`src/rtl/rom_arb_pkg.sv`:
```
// Shared types and widths for the ROM channel arbiter: return tag layout and width helpers.
package rom_arb_pkg;

  localparam int unsigned DEF_ROM_ADDR_W  = 16;
  localparam int unsigned DEF_SEL_W       = 5;
  localparam int unsigned DEF_BYTE_ADDR_W = DEF_ROM_ADDR_W + DEF_SEL_W;

  // Tag fields are sized for the largest legal configuration (16 channels, 8 select bits).
  localparam int unsigned TAG_CH_W  = 4;
  localparam int unsigned TAG_SEL_W = 8;

  typedef struct packed {
    logic [TAG_CH_W-1:0]  chan;
    logic [TAG_SEL_W-1:0] sel;
    logic                 err;
  } tag_t;

  function automatic int unsigned ch_width(input int unsigned num_ch);
    return (num_ch > 1) ? $clog2(num_ch) : 1;
  endfunction

  function automatic int unsigned byte_addr_width(input int unsigned rom_addr_w,
                                                  input int unsigned sel_w);
    return rom_addr_w + sel_w;
  endfunction

endpackage

```
`src/rtl/rr_arbiter.sv`:
```
// Combinational round-robin grant: lowest requester at or after the pointer, wrapping.
module rr_arbiter
  import rom_arb_pkg::*;
#(
  parameter int unsigned NUM_CH = 4,
  parameter int unsigned CH_W   = ch_width(NUM_CH)
) (
  input  logic [NUM_CH-1:0] req_i,
  input  logic [CH_W-1:0]   ptr_i,
  output logic [NUM_CH-1:0] gnt_o,
  output logic [CH_W-1:0]   gnt_idx_o,
  output logic              gnt_valid_o
);

  logic [NUM_CH-1:0] rot;
  int                off;
  int                sum;

  always_comb begin
    // Rotate so the pointer position lands on bit 0, then take the lowest set bit.
    rot = NUM_CH'({req_i, req_i} >> ptr_i);
    off = 0;
    for (int p = NUM_CH - 1; p >= 0; p--) begin
      if (rot[p]) begin
        off = p;
      end
    end
    sum = 32'(ptr_i) + off;
    if (sum >= NUM_CH) begin
      sum = sum - NUM_CH;
    end
    gnt_valid_o = |rot;
    gnt_idx_o   = CH_W'(sum);
    gnt_o       = gnt_valid_o ? (NUM_CH'(1) << gnt_idx_o) : '0;
  end

endmodule

```
`src/rtl/rom_channel_arbiter.sv`:
```
// Shares one wide synchronous ROM among NUM_CH byte-read channels with round-robin,
// one-issue-per-cycle access and a tagged return pipeline matched to the ROM latency.
module rom_channel_arbiter
  import rom_arb_pkg::*;
#(
  parameter int unsigned NUM_CH      = 4,
  parameter int unsigned ROM_WORD_W  = 256,
  parameter int unsigned DATA_W      = 8,
  parameter int unsigned SEL_W       = DEF_SEL_W,
  parameter int unsigned ROM_ADDR_W  = DEF_ROM_ADDR_W,
  parameter int unsigned IDX_W       = 16,
  parameter int unsigned ROM_LATENCY = 2
) (
  input  logic                                CLK_50Mhz,
  input  logic                                reset_n,
  input  logic [NUM_CH-1:0]                   ch_req,
  input  logic [NUM_CH*IDX_W-1:0]             ch_index,
  input  logic [NUM_CH*(ROM_ADDR_W+SEL_W)-1:0] ch_base,
  input  logic [NUM_CH*IDX_W-1:0]             ch_limit,
  output logic [NUM_CH-1:0]                   ch_ack,
  output logic [NUM_CH-1:0]                   ch_valid,
  output logic [NUM_CH-1:0]                   ch_err,
  output logic [NUM_CH*DATA_W-1:0]            ch_data,
  output logic [ROM_ADDR_W-1:0]               rom_address,
  input  logic [ROM_WORD_W-1:0]               rom_q
);

  localparam int unsigned CH_W  = ch_width(NUM_CH);
  localparam int unsigned BA_W  = byte_addr_width(ROM_ADDR_W, SEL_W);
  // One extra stage: the tag must line up with rom_q as sampled on the edge after it settles.
  localparam int unsigned DEPTH = ROM_LATENCY + 1;

  logic [NUM_CH-1:0]              pending_q;
  logic [CH_W-1:0]                ptr_q;
  logic [NUM_CH-1:0]              ack_q, valid_q, err_q;
  logic [NUM_CH-1:0][DATA_W-1:0]  data_q;
  logic [ROM_ADDR_W-1:0]          rom_address_q;
  tag_t                           tag_q [DEPTH];
  logic [DEPTH-1:0]               tag_vld_q;

  logic [NUM_CH-1:0] eligible, gnt_onehot, ret_onehot;
  logic [CH_W-1:0]   gnt_idx;
  logic              gnt_valid;
  logic [IDX_W-1:0]  g_index, g_limit;
  logic [BA_W-1:0]   g_base, byte_addr;
  tag_t              tag_in, tag_out;
  logic [DATA_W-1:0] ret_byte;

  assign eligible = ch_req & ~pending_q;

  rr_arbiter #(
    .NUM_CH (NUM_CH),
    .CH_W   (CH_W)
  ) u_rr_arbiter (
    .req_i       (eligible),
    .ptr_i       (ptr_q),
    .gnt_o       (gnt_onehot),
    .gnt_idx_o   (gnt_idx),
    .gnt_valid_o (gnt_valid)
  );

  always_comb begin
    g_index     = ch_index[32'(gnt_idx)*IDX_W +: IDX_W];
    g_limit     = ch_limit[32'(gnt_idx)*IDX_W +: IDX_W];
    g_base      = ch_base[32'(gnt_idx)*BA_W +: BA_W];
    byte_addr   = g_base + BA_W'(g_index);
    tag_in      = '0;
    tag_in.chan = TAG_CH_W'(gnt_idx);
    tag_in.sel  = TAG_SEL_W'(byte_addr[SEL_W-1:0]);
    tag_in.err  = g_index > g_limit;
  end

  always_comb begin
    tag_out    = tag_q[DEPTH-1];
    ret_onehot = '0;
    for (int unsigned c = 0; c < NUM_CH; c++) begin
      if (tag_vld_q[DEPTH-1] && (32'(tag_out.chan) == c)) begin
        ret_onehot[c] = 1'b1;
      end
    end
    ret_byte = tag_out.err ? '0 : rom_q[32'(tag_out.sel)*DATA_W +: DATA_W];
  end

  always_ff @(posedge CLK_50Mhz or negedge reset_n) begin
    if (!reset_n) begin
      pending_q     <= '0;
      ptr_q         <= '0;
      ack_q         <= '0;
      valid_q       <= '0;
      err_q         <= '0;
      data_q        <= '0;
      rom_address_q <= '0;
      tag_vld_q     <= '0;
      for (int unsigned k = 0; k < DEPTH; k++) begin
        tag_q[k] <= '0;
      end
    end else begin
      ack_q     <= gnt_onehot;
      valid_q   <= ret_onehot;
      err_q     <= tag_out.err ? ret_onehot : '0;
      // A returning channel is never the one being granted, so clear and set cannot collide.
      pending_q <= (pending_q & ~ret_onehot) | gnt_onehot;
      for (int unsigned c = 0; c < NUM_CH; c++) begin
        if (ret_onehot[c]) begin
          data_q[c] <= ret_byte;
        end
      end
      if (gnt_valid) begin
        rom_address_q <= byte_addr[BA_W-1 -: ROM_ADDR_W];
        if (32'(gnt_idx) == NUM_CH - 1) begin
          ptr_q <= '0;
        end else begin
          ptr_q <= gnt_idx + 1'b1;
        end
      end
      tag_vld_q <= {tag_vld_q[DEPTH-2:0], gnt_valid};
      tag_q[0]  <= tag_in;
      for (int unsigned k = 1; k < DEPTH; k++) begin
        tag_q[k] <= tag_q[k-1];
      end
    end
  end

  assign ch_ack      = ack_q;
  assign ch_valid    = valid_q;
  assign ch_err      = err_q;
  assign ch_data     = data_q;
  assign rom_address = rom_address_q;

endmodule
```
`config.mk`:
```
export PLATFORM = sky130hd
export DESIGN_NAME = rom_channel_arbiter
export DESIGN_NICKNAME = d
export VERILOG_FILES = /design/src/rtl/rom_arb_pkg.sv /design/src/rtl/rr_arbiter.sv /design/src/rtl/rom_channel_arbiter.sv
export SDC_FILE = /design/constraint.sdc
export NUM_CORES = 1
export LEC_CHECK = 0
export CELL_PAD_IN_SITES_DETAIL_PLACEMENT = 1
export CELL_PAD_IN_SITES_GLOBAL_PLACEMENT = 1
export CORE_AREA = 2 2 207 209
export CTS_BUF_LIST = sky130_fd_sc_hd__clkbuf_8
export DETAILED_ROUTE_END_ITERATION = 6
export DIE_AREA = 0 0 209 211
export GPL_TIMING_DRIVEN = 0
export PLACE_DENSITY_LB_ADDON = 0.1
export SKIP_CTS_REPAIR_TIMING = 1
export SLEW_MARGIN = 40
export SYNTH_ARGS = -nofsm -noshare
export SYNTH_HDL_FRONTEND = slang
export SYNTH_SLANG_ARGS = --single-unit
export TNS_END_PERCENT = 5
```
`constraint.sdc`:
```
create_clock -name CLK_50Mhz -period 16.4 [get_ports CLK_50Mhz]
set_clock_uncertainty 0.2 [all_clocks]
set_input_delay 3.28 -clock CLK_50Mhz [delete_from_list [all_inputs] [get_ports CLK_50Mhz]]
set_output_delay 3.28 -clock CLK_50Mhz [all_outputs]
set_load 0.1 [all_outputs]
```
After elaboration in Yosys (flattened, before gate mapping). Index checks and enable logic that the tools add are counted.

Add/sub/neg operators: 4. $mul: 1. Order comparisons: 2. Eq/ne operators: 4. Shifts and indexed selects: 6. Multiplexer cells: 13. Bitwise logic cells: 5. Reduce and logical (&&, ||, !) cells: 6.

Operator list (number): 256-bit by 9-bit variable part select with 8-bit output (1); 64-bit by 7-bit variable part select with 16-bit output (2); 84-bit by 8-bit variable part select with 21-bit output (1); 21-bit by 16-bit adder with 21-bit output (1); 16-bit greater-than comparator (1); 2-bit 2-to-1 mux (6); 4-bit AND (2); 4-bit 2-to-1 mux (2); 8-bit 2-to-1 mux (1); 4-bit NOT (2); 8-bit by 2-bit right shift with 4-bit output (1); 2-bit by 5-bit multiplier with 7-bit output, second input constant (1); 2-bit == test, second input constant (3); 1-bit logical AND (4); 4-bit logical NOT (1); 1-bit 2-to-1 mux (4); 4-bit bitwise OR (1); 4-bit OR reduction (1); 1-bit by 2-bit left shift with 4-bit output, first input constant (1); 2-bit by 2-bit adder with 3-bit output (1); 3-bit >= comparator, second input constant (1); 2-bit by 1-bit adder with 2-bit output, second input constant (1); 2-bit by 1-bit == test with 1-bit output, second input constant (1); 2-bit by 1-bit subtractor with 2-bit output, second input constant (1).

Flip-flop bits (word level): 93.

Longest topological paths before layout.
Word-level depth: 13. Depth in mapped cells: 26. Depth with buffers taken out: 21.

Modules after synthesis. Synthesis repeated with hierarchy kept, for this count alone.

Cell total of the unflattened synthesis: 660. Area total of the unflattened synthesis: 8007.7 um2.

Modules (own cells, without submodules): rom_channel_arbiter (times used 1, cells each 622, area each 7746.2 um2, sequential area each 2327.2 um2); rr_arbiter (times used 1, cells each 38, area each 261.5 um2, sequential area each 0.0 um2).

Worst setup path after synthesis. No wires, ideal clock.

Path kind: input to register. Start: input ch_req[1]. End: register rom_address_q[14] (netlist: rom_address[14]). Arrival time: 8.773 ns. Path slack: 7.302 ns. Stages on the path: 23. Path buffers: 5. Cells stage by stage: nor2b_1 a21oi_1 o21ai_0 a221o_1 o21ai_0 ha_1 buf_2 buf_2 buf_2 buf_1 buf_1 mux4_2 ha_1 a21boi_0 nor2_1 o31a_1 a21oi_1 a2111oi_4 o21ai_2 a21oi_4 o41ai_2 mux2i_1 nand2_1.

Cells in the longest elaborated chain, start to end: 12. Elaborated cells between the ends (all ways): 15. Those cells by class: 3 x add/sub; 1 x mul; 1 x order compare; 3 x shift; 5 x mux; 1 x bitwise; 1 x reduce/logical.

RTL lines: from (decl) (line rom_channel_arbiter.sv:16) `input logic [NUM_CH-1:0] ch_req,`; 4-bit AND (*) (line rom_channel_arbiter.sv:49) `assign eligible = ch_req & ~pending_q;`; 8-bit by 2-bit right shift with 4-bit output (*) (line rr_arbiter.sv:21) `rot = NUM_CH'({req_i, req_i} >> ptr_i);`; 2-bit 2-to-1 mux (3 in series) (line rr_arbiter.sv:24) `if (rot[p]) begin`; 2-bit 2-to-1 mux (*) (line rr_arbiter.sv:24); 2-bit by 2-bit adder with 3-bit output (*) (line rr_arbiter.sv:28) `sum = 32'(ptr_i) + off;`; 3-bit >= comparator or 2-bit by 1-bit subtractor with 2-bit output (tied branches) (line rr_arbiter.sv:29, rr_arbiter.sv:30); 2-bit 2-to-1 mux (*) (line rr_arbiter.sv:29) `if (sum >= NUM_CH) begin`; via gnt_idx[0] (line rom_channel_arbiter.sv:42) `logic [CH_W-1:0] gnt_idx;`; 2-bit by 5-bit multiplier with 7-bit output (line rom_channel_arbiter.sv:65) `g_base = ch_base[32'(gnt_idx)*BA_W +: BA_W];`; 84-bit by 8-bit variable part select with 21-bit output (line rom_channel_arbiter.sv:65); 21-bit by 16-bit adder with 21-bit output (*) (line rom_channel_arbiter.sv:66) `byte_addr = g_base + BA_W'(g_index);`; to (signal assigned) (line rom_channel_arbiter.sv:109) `rom_address_q <= byte_addr[BA_W-1 -: ROM_ADDR_W];`; to (decl) (line rom_channel_arbiter.sv:37) `logic [ROM_ADDR_W-1:0] rom_address_q;`.

The timed path passes the listed nets; every way through them passes the cells marked *. A chain may end at the register's enable or synchronous reset.

Final worst setup path.
Start: input ch_req[3]. End: register rom_address_q[14] (netlist: rom_address[14]).

The elaborated chain is that of the path after synthesis.

==> results.md <==
- The flow ran to the end, and the final reports show no timing, DRC or antenna violations.
- The clock period minus final worst setup slack is 10.30 ns.
- In the final design database the tool counted 1,711 nets.
- The area taken by flip-flops and latches is ~0.0023 sq mm.
- TritonCTS built the clock tree.
- The worst register-to-register path begins at ptr_q[0].
- The horizontal die dimension is 209 um.
- The per-cell routed wire length is about 26 um.
- The core footprint is between 0.04 and 0.05 sq mm.
- In the final layout, the share of cells above drive strength 1 is about a fifth.
- Dividing the detail-routed via count by the number of cells gives ~4.6.
- After clock tree synthesis, the clock-pin slew on the worst setup and hold paths is roughly 0.10 ns.
- The flop-to-flop setup slack is around 9.0 ns.
- The most critical setup path has its endpoint at rom_address[14].
- The post-route cell area is between 0.01 and 0.015 sq mm.
- The cell count of the worst reg-to-reg path is 24.
- The worst supply voltage drop on vdd is a little under 0.2 mV.
- Setup repair after global routing left no endpoint under its margin.
- After synthesis the cells add up to 0.00797 sq mm.
- Counting instances, the worst hold path has a depth of 0.
- The post-synthesis to final-layout area growth is 75.6%.
- The number of instances in the synthesized netlist is between 600 and 700.
- The power density over the cells is about 290 mW/mm^2.
- The die is between 200 and 250 um tall.
- The H-tree generated during clock tree synthesis spans 3 levels.
- Setup violations remaining at the end of the flow were counted as 0.
- The worst slack after detailed placement is about 5.5 ns.
- The worst slew margin relative to its limit is roughly 45%.
- Dividing the final minimum period by the clock period gives between 60% and 70%.
- The number of pins with negative max-slew slack in the final report is 0.
- The clock reaches the later pin of the worst-skew pair after between 0.3 and 0.4 ns.
- For the worst setup path, the data required time is around 16 ns.
- Summed over all instances, the cell type with the most area after synthesis is mux4_2.
- The slowest cell on the critical path is mux4_2.
- The total number of yosys warnings is 0.
- The number of buffers and inverters on the critical path is 6.
- The class of the tightest hold or removal check is register to register.
- In the post-route analysis, the smallest setup slack over all paths is just over 6 ns.
- The last weighted congestion value of the routability-driven placer is roughly 0.86.
- The number of DRC violations after detailed routing is 0.
- The number of distinct library cell variants in the gate-level netlist after synthesis is just under 60.
- Detailed routing inserted a total of approximately 8,100 vias.
- Detailed placement finished with a half-perimeter wire length of just over 40,000 um.
- In this run, synthesis inferred 0 flip-flops with an integrated enable.
- Tracing the worst setup path back leads to its startpoint at ch_req[3].
- The cell that appears most often on the critical path is buf_2.
- The arrival time at the worst endpoint is 10.37 ns.
- The most used flip-flop cell after synthesis is dfrtp_1.
- The number of failing hold endpoints at the final stage came to 0.
- The worst setup path is launched from an input pin.
- Counting every sink on the clock net gives 93.
- The capture point of the worst reg-to-reg path is rom_address[14].
- The maximum root-to-sink buffer count is 2.
- The slew of the pin with the lowest slew margin is 0.830 ns.
- The finished layout holds about 1,800 standard cells, fillers aside.
- The critical path goes through clkdlybuf4s50_1 > nor2b_1 > mux2_2 > o21ai_0 > a221o_1 > o21ai_0 > ha_1 > buf_2 > buf_2 > buf_2 > buf_1 > buf_2 > mux4_2 > ha_1 > a21boi_0 > nor2_1 > o31a_1 > a21oi_1 > a2111oi_4 > o21ai_2 > a21oi_4 > o41ai_2 > mux2i_1 > nand2_1.
- STA classifies the critical path endpoint as a register.
- The tool flagged a number of max-cap violations equal to 0.
- The die covers approximately 0.044 sq mm.
- The CTS buffer count is 9.
- The share of synthesized area occupied by flip-flops and latches is between 20% and 30%.
- Of all flip-flops after synthesis, the portion carrying an async set or reset was 100%.
- For this run, the slowest stage of the critical path takes roughly 0.61 ns.
- The global-route wire length before repair is 64,000 um.
- The critical path depth is 24.
- The library cell used as clock root buffer is clkbuf_8.
- The final-layout setup total negative slack is 0 ns.
- The via count of the first global-routing pass is 9,041.
- The count of TritonRoute iterations in the first routing pass is 6.
- Ranked by instance count, the synthesized netlist is headed by mux4_2 (130), dfrtp_1 (93), nand2_1 (75).
- ~530 I/O pins were placed.
- The total grt overflow is 0.
- The total track usage is about a fifth.
- The pin count of the biggest net entering global routing is 50.
- The static leakage power is ~5.5 nW.
- Among cell families on the critical path, the largest total delay comes from buffers and inverters.
- The starting density of the core is 19.1%.
- The number of input and output port buffers inserted is 533.
- The synthesis-stage register bit count is 93.
- The row count is 75.
- The layout filler cell count is approximately 4,600.
- The tightest hold path in the finished design has a slack of approximately 0.15 ns.
- The placed cell count is ~1,700.
- Based on the critical path, the design can be clocked at up to ~97 MHz.
- The post-synthesis average cell area is between 10 and 15 sq um.
- Wires add up to ~45,000 um.
- The share of the synthesized area in the top cell type is 36.7%.
- The initial antenna violation count is 19.
- Counting every net in the synthesized netlist gives 1,166.
- The most common cell in the synthesized netlist is mux4_2.
- After the first detailed-routing iteration, the DRC count stood at about 340.
- The placed instances occupy a cell area of between 0.01 and 0.015 sq mm.
- In the post-synthesis netlist, the biggest area contributors are mux4_2 (37%), dfrtp_1 (29%), ha_1 (5.3%), nand2_1 (3.5%), o21ai_0 (3.0%).
- The startpoint-to-endpoint class of the critical path is input pin to register.
- The top fanout value on the critical path is 10.
- In the final layout, the multi-input gates occupy approximately 0.0054 sq mm.
- The count of nets left with antenna violations once routing finished came out at 0.
kinds of logic after synthesis:
logic type / after synthesis / synth area share (%)
muxes: 149 / 39.3
AOI/OAI and AO/OA: 133 / 10.6
DFF: 93 / 29.2
adders and majority gates: 40 / 6.23
xor gates and xnor gates: 23 / 2.76
buffers and inverters: 73 / 3.55
and+or+nand+nor: 146 / 8.38
per-stage QoR:
step,utilization (%),total power [W]
4_1_cts,33.4,0.00409
2_1_floorplan,-,0.00294
3_3_place_gp,33.5,0.00393
6_report,33.5,0.00401
3_5_place_dp,32.9,0.00390
5_1_grt,33.5,0.00437
where the power goes:
part	internal [W]	switching [W]
combinational	0.00137	0.00206
sequential	0.000355	0.0000502
clock	0.0000914	0.0000887
total	0.00181	0.00220
area by class of cell:
cell class,count,area share [%]
inverters,28,0.751
clock buffers,10,0.983
repair buffers,534,36.2
plain buffers,45,1.38
well taps,539,4.82
diodes,16,0.286
flip-flops and latches,93,16.6
clock inverters,6,0.670
multi-input cells,491,38.3
how the worst min path moves through the flow:
stage	slack [ns]	endpoint	from
final	0.15	tag_q[22]	tag_q[35]
after floorplan	0.13	tag_out[0]	tag_q[13]
after global placement	0.13	tag_out[3]	tag_q[16]
after global routing	0.16	tag_q[22]	tag_q[35]
after detailed placement	0.14	tag_q[17]	tag_q[30]
after CTS	0.15	tag_q[22]	tag_q[35]
state kept, by name, summed over array words and instances, names as in the netlist:
name	cells
rom_address	16
ch_err	4
ch_valid	4
tag_out	8
tag_q	16
ptr_q	2
ch_ack	4
pending_q	4
tag_vld_q	3
ch_data	32
placed cells by master (no fill, tap or decap), types with 7 or more instances in the layout:
| cell type | count |
|---|---|
| mux2_2 | 12 |
| nor2b_1 | 9 |
| mux4_2 | 130 |
| clkdlybuf4s50_1 | 472 |
| mux2i_1 | 7 |
| o21ai_1 | 9 |
| clkbuf_1 | 21 |
| nand3_1 | 8 |
| clkbuf_8 | 10 |
| buf_2 | 76 |
| a21oi_1 | 30 |
| nand2_1 | 75 |
| o21ai_0 | 48 |
| inv_1 | 28 |
| buf_1 | 7 |
| ha_1 | 34 |
| diode_2 | 16 |
| xnor2_1 | 13 |
| dfrtp_1 | 93 |
| nor2_1 | 24 |
| a21o_1 | 8 |
| xor2_1 | 9 |
routing by layer:
metal | up-vias | track usage, % | part of all wire (%) | routed length (um)
met5 | - | 1.56 | 0.13 | 61
met4 | 10 | 4.73 | 1.6 | 745
met3 | 47 | 6.69 | 8.7 | 3970
met2 | 340 | 34.4 | 48 | 21900
met1 | 4018 | 24.9 | 41 | 18800
li1 | 3680 | - | - | -
No activity file was read; power rests on OpenSTA's default activity.
